===== src/rtl/ysyx_23060042_pkg.sv =====
// Shared constants and types for the ysyx_23060042 instruction fetch slice.
package ysyx_23060042_pkg;

  localparam int unsigned INST_W = 32;
  localparam int unsigned PC_W   = 32;

  localparam logic [PC_W-1:0] RESET_PC_DEF = 32'h8000_0000;

  typedef enum logic [1:0] {
    BOOT,
    REQ,
    WAIT,
    HOLD
  } ifu_state_e;

  // Fetch addresses are always word aligned; low two bits are forced to zero.
  function automatic logic [PC_W-1:0] word_align(input logic [PC_W-1:0] a);
    return a & ~PC_W'(3);
  endfunction

endpackage


===== src/rtl/ysyx_23060042_ifu_perf.sv =====
// Fetch performance counters: delivered instructions and cycles spent waiting on memory.
module ysyx_23060042_ifu_perf (
  input  logic        clk,
  input  logic        rst,
  input  logic        inst_fire,
  input  logic        in_wait,
  output logic [63:0] perf_fetch_cnt,
  output logic [63:0] perf_wait_cnt
);

  always_ff @(posedge clk or posedge rst) begin
    if (rst) begin
      perf_fetch_cnt <= '0;
      perf_wait_cnt  <= '0;
    end else begin
      if (inst_fire) perf_fetch_cnt <= perf_fetch_cnt + 64'd1;
      if (in_wait)   perf_wait_cnt  <= perf_wait_cnt + 64'd1;
    end
  end

endmodule


===== src/rtl/ysyx_23060042_ifu.sv =====
// Multi-cycle instruction fetch unit: one word read per instruction, redirectable PC.
// Optional counters enabled by defining YSYX_23060042_IFU_PERF_EN.
module ysyx_23060042_ifu
  import ysyx_23060042_pkg::*;
#(
  parameter logic [PC_W-1:0] RESET_PC = RESET_PC_DEF
) (
  input  logic              clk,
  input  logic              rst,
  input  logic              redirect_valid,
  input  logic [PC_W-1:0]   redirect_pc,
  output logic              mem_req_valid,
  input  logic              mem_req_ready,
  output logic [PC_W-1:0]   mem_req_addr,
  input  logic              mem_rsp_valid,
  input  logic [INST_W-1:0] mem_rsp_data,
  output logic              inst_valid,
  input  logic              inst_ready,
  output logic [INST_W-1:0] inst,
  output logic [PC_W-1:0]   inst_pc
`ifdef YSYX_23060042_IFU_PERF_EN
  ,
  output logic [63:0]       perf_fetch_cnt,
  output logic [63:0]       perf_wait_cnt
`endif
);

  ifu_state_e      state;
  logic [PC_W-1:0] pc;
  logic            squash;

  assign mem_req_valid = (state == REQ);
  assign mem_req_addr  = mem_req_valid ? pc : '0;
  assign inst_valid    = (state == HOLD);

  always_ff @(posedge clk or posedge rst) begin
    if (rst) begin
      state   <= BOOT;
      pc      <= RESET_PC;
      squash  <= 1'b0;
      inst    <= '0;
      inst_pc <= '0;
    end else begin
      case (state)
        BOOT: state <= REQ;
        REQ: begin
          if (redirect_valid) pc <= word_align(redirect_pc);
          // A request accepted alongside a redirect is for the stale PC; drop its reply.
          if (mem_req_ready) begin
            state  <= WAIT;
            squash <= redirect_valid;
          end
        end
        WAIT: begin
          if (redirect_valid) pc <= word_align(redirect_pc);
          if (mem_rsp_valid) begin
            if (!squash && !redirect_valid) begin
              inst    <= mem_rsp_data;
              inst_pc <= pc;
              state   <= HOLD;
            end else begin
              squash <= 1'b0;
              state  <= REQ;
            end
          end else if (redirect_valid) begin
            squash <= 1'b1;
          end
        end
        HOLD: begin
          if (redirect_valid) begin
            pc    <= word_align(redirect_pc);
            state <= REQ;
          end else if (inst_ready) begin
            pc    <= pc + PC_W'(4);
            state <= REQ;
          end
        end
        default: state <= BOOT;
      endcase
    end
  end

`ifdef YSYX_23060042_IFU_PERF_EN
  ysyx_23060042_ifu_perf u_perf (
    .clk            (clk),
    .rst            (rst),
    .inst_fire      (inst_valid & inst_ready),
    .in_wait        (state == WAIT),
    .perf_fetch_cnt (perf_fetch_cnt),
    .perf_wait_cnt  (perf_wait_cnt)
  );
`endif

`ifndef SYNTHESIS
  rsp_only_in_wait: assert property (@(posedge clk) disable iff (rst)
    mem_rsp_valid |-> (state == WAIT || state == BOOT));
`endif

endmodule


===== config.mk =====
export PLATFORM = sky130hd
export DESIGN_NAME = ysyx_23060042_ifu
export DESIGN_NICKNAME = d
export VERILOG_FILES = /design/src/rtl/ysyx_23060042_pkg.sv /design/src/rtl/ysyx_23060042_ifu_perf.sv /design/src/rtl/ysyx_23060042_ifu.sv
export SDC_FILE = /design/constraint.sdc
export NUM_CORES = 1
export LEC_CHECK = 0
export BUFFER_PORTS_ARGS = -buffer_cell sky130_fd_sc_hd__buf_2
export CAP_MARGIN = 5
export CORE_ASPECT_RATIO = 1.4
export CORE_UTILIZATION = 25
export DETAILED_ROUTE_END_ITERATION = 8
export GPL_TIMING_DRIVEN = 1
export PLACE_DENSITY = 0.44
export SLEW_MARGIN = 30
export SYNTH_ARGS = -nofsm -noshare
export SYNTH_HDL_FRONTEND = slang
export SYNTH_SLANG_ARGS = --single-unit
export TNS_END_PERCENT = 100

===== constraint.sdc =====
create_clock -name clk -period 3.5 [get_ports clk]
set_clock_uncertainty 0.1 [all_clocks]
set_input_delay 0.7 -clock clk [delete_from_list [all_inputs] [get_ports clk]]
set_output_delay 0.7 -clock clk [all_outputs]
set_load 0.05 [all_outputs]

==> results.yml <==
global_route:
  overflow: 0
  antenna_found_initial: 0
  grt_max_degree: 73
  track_usage: 0.146
  grt_pass1_vias: 4009
  grt_pass1_wl_mm: 21.1
cts:
  clockBufferDepth: 2
  clkSlewWorstSetupHoldPaths_ps: 70
  clock_sinks: 95
  post_cts_buffers: 0
  numCtsBuffers: 9
  htreeDepth: 3
  cts-root-buf: "clkbuf_16"
  ctsHoldBuffers: 0
  tritoncts: "built"
  insertion_delay_ps: 350
  cts_resized: 0
worst_setup_path:
  crit_type: "flop to output pin"
  cp_max_fo: 22
  rr_worst_depth: 6
  critPathCaptureType: "output pin"
  cp.arrival_ps: 2100
  rrSetupSlack_ps: 940
  cp-start-kind: "flop"
  required_ps: 2700
route:
  highest_layer: "met4"
  ant_nets: 0
  vias_per_cell: 4.72
  vias: 3952
  avgRoutedWirePerCell_um: 15.9
  wl_met1_mm: 5.47
  wl_met2_mm: 6.99
  remaining_drc_errors: 0
  drt_iter0_drc: 149
  firstDrtPassIters: 4
  met3RoutedLength_um: 651
  drt_wl_total_mm: 13.4
logic_synthesis:
  ys_seq_area_frac: 0.514
  yosys_register_bits: 95
  ys_warn_count: 0
  syn_avg_cell_area_um2: 10.5
  ys_types: 43
  synth_ff_type: "dfrtp_1"
  synth_edf_count: 0
  synth_cells: 439
  synthesis.area_mm2: 0.00463
  async_flop_share: 1.00
placement:
  gp_congestion: 0.770
  dp_hpwl_mm: 9.85
  dpl.cell_count: 822
  portBuffers: 161
power_and_ir_drop:
  p_leak_uw: 0.00283
  power.density_mw_per_mm2: 1160
  p_int_uw: 3310
  p_seq_frac: 0.295
  switching_power_uw: 3690
  clkPwrFrac: 0.150
  ir_drop_mv: 0.396
  p_sw_frac: 0.527
  combPwrFrac: 0.555
status:
  outcome: "complete, no violations"
flow_run:
  cap_violations: 0
timing:
  final_max_slew_viol_count: 0
  final.period_utilization: 0.828
  worst_pin_slew_ps: 694
  final_hold_viol_count: 0
  fin_hold_ws_ps: 348
  fmax_mhz: 345
  max-slew-margin-rel: 0.537
  setup_violations: 0
  fin_crit_ps: 2900
  rsz0062_at_grt: "false"
  setup_tns_ps: 0
floorplanning:
  rows: 58
  core_area_mm2: 0.0181
  pin_count: 168
  die_w_um: 117
  start_util: 0.256
  fp.dieH_um: 163
  die_area_mm2: 0.0191
layout:
  seqCellArea_mm2: 0.00238
  stdcell_count: 838
  drive_gt1_frac: 0.431
  diodes: 0
  post-route-util: 0.334
  nets: 667
  synthToLayoutAreaGrowth_pct: 30.5
  fillers: 1875
  multiInputGateArea_mm2: 0.00211
min_path:
  hp-class: "primary input to async pin"
==> sequential cells by signal (all words and copies together) (netlist names) <==
register	flops
inst	32
state	2
inst_pc	30
squash	1
pc	30
==> stage by stage <==
stage	instance area, um2	total power [uW]	setup WS, ps
6_report	6040	6990	603
3_3_place_gp	5730	5940	946
2_1_floorplan	4640	4990	225
5_1_grt	6040	7420	416
3_5_place_dp	5730	6000	901
4_1_cts	6040	7090	520
==> power by group through the flow <==
stage | combinational [uW] | clock (uW) | sequential [uW]
6_report | 3880 | 1050 | 2060
3_5_place_dp | 3910 | 0 | 2090
5_1_grt | 4130 | 1130 | 2150
4_1_cts | 3920 | 1090 | 2070
3_3_place_gp | 3880 | 0 | 2060
2_1_floorplan | 1950 | 0 | 3040
==> layer usage <==
metal  vias up  track usage
met1      1938        0.168
met4         0       0.0535
met2       116        0.258
li1       1885            -
met3        13       0.0350
met5         -            0
==> worst max-delay path, stage by stage, from the launching register on <==
cell     delay [ps]
dfrtp_1         420
inv_1            80
ha_1            490
buf_4           340
and2_1          160
buf_2           260
==> layout by cell type (no fill, tap or decap), types with 3 or more instances in the layout <==
master | synthesis | final
buf_2 | 2 | 161
dfrtp_1 | 94 | 94
mux2_2 | 62 | 62
a21oi_1 | 37 | 37
and2_1 | 31 | 31
nand2_1 | 30 | 30
nor2_1 | 21 | 21
o21ai_0 | 16 | 16
nand3_1 | 15 | 15
nor3_1 | 15 | 15
o22ai_1 | 11 | 10
buf_4 | 4 | 10
clkbuf_16 | 0 | 9
and3_1 | 9 | 8
a311oi_1 | 7 | 7
inv_1 | 6 | 5
o2bb2ai_1 | 4 | 4
nor4_1 | 4 | 4
o31ai_1 | 4 | 4
ha_1 | 4 | 4
conb_1 | 1 | 4
or3_1 | 3 | 3
nand2b_1 | 3 | 3
nand4_1 | 3 | 3
or4_1 | 3 | 3
clkbuf_1 | 20 | 3
==> synthesized netlist by cell type, drive strengths merged (2+ instances only) <==
library cell	count	area (um2)
mux2	62	698
and2	31	194
buf	13	66.3
inv	6	22.5
clkbuf	20	75.1
nor4	4	25.0
a21oi	37	185
o2bb2ai	4	35.0
nor3	16	85.1
a31oi	2	12.5
nand3	15	75.1
a311oi	7	61.3
nor2	21	78.8
or4	3	22.5
a211oi	2	15.0
o21ai	16	80.1
nand2	30	113
nand4	4	31.3
or3	3	18.8
o31ai	4	30.0
or2	2	12.5
nor2b	2	12.5
and3	9	56.3
and4	2	17.5
a2bb2oi	2	17.5
dfrtp	94	2350
nand2b	3	18.8
o22ai	11	68.8
ha	4	50.1
==> final timing paths <==
check                                 start                to
min in group clk                inst_pc[21]       inst_pc[21]
worst max-delay path               state[1]  mem_req_addr[14]
worst max register to register        pc[3]            pc[30]
worst min register to register  inst_pc[21]       inst_pc[21]
max in group asynchronous               rst            pc[21]
worst min-delay path                    rst          inst[10]
==> layout make-up <==
type                       count  area share
clock inverter                 4      0.0116
clock buffer                  12      0.0391
tap                          240      0.0497
timing repair buffer         173       0.152
sequential                    95       0.394
multi-input combinational    308       0.349
inverter                       6     0.00456
==> kinds of logic after synthesis <==
group | Yosys count | share of synthesized area
mux | 62 | 0.151
simple gates | 146 | 0.166
buf+inv | 39 | 0.0354
fa+ha+maj | 4 | 0.0108
flops | 95 | 0.514
other cells | 1 | 0.000810
compound gates | 92 | 0.122
Power figures use the tool's default switching activity.
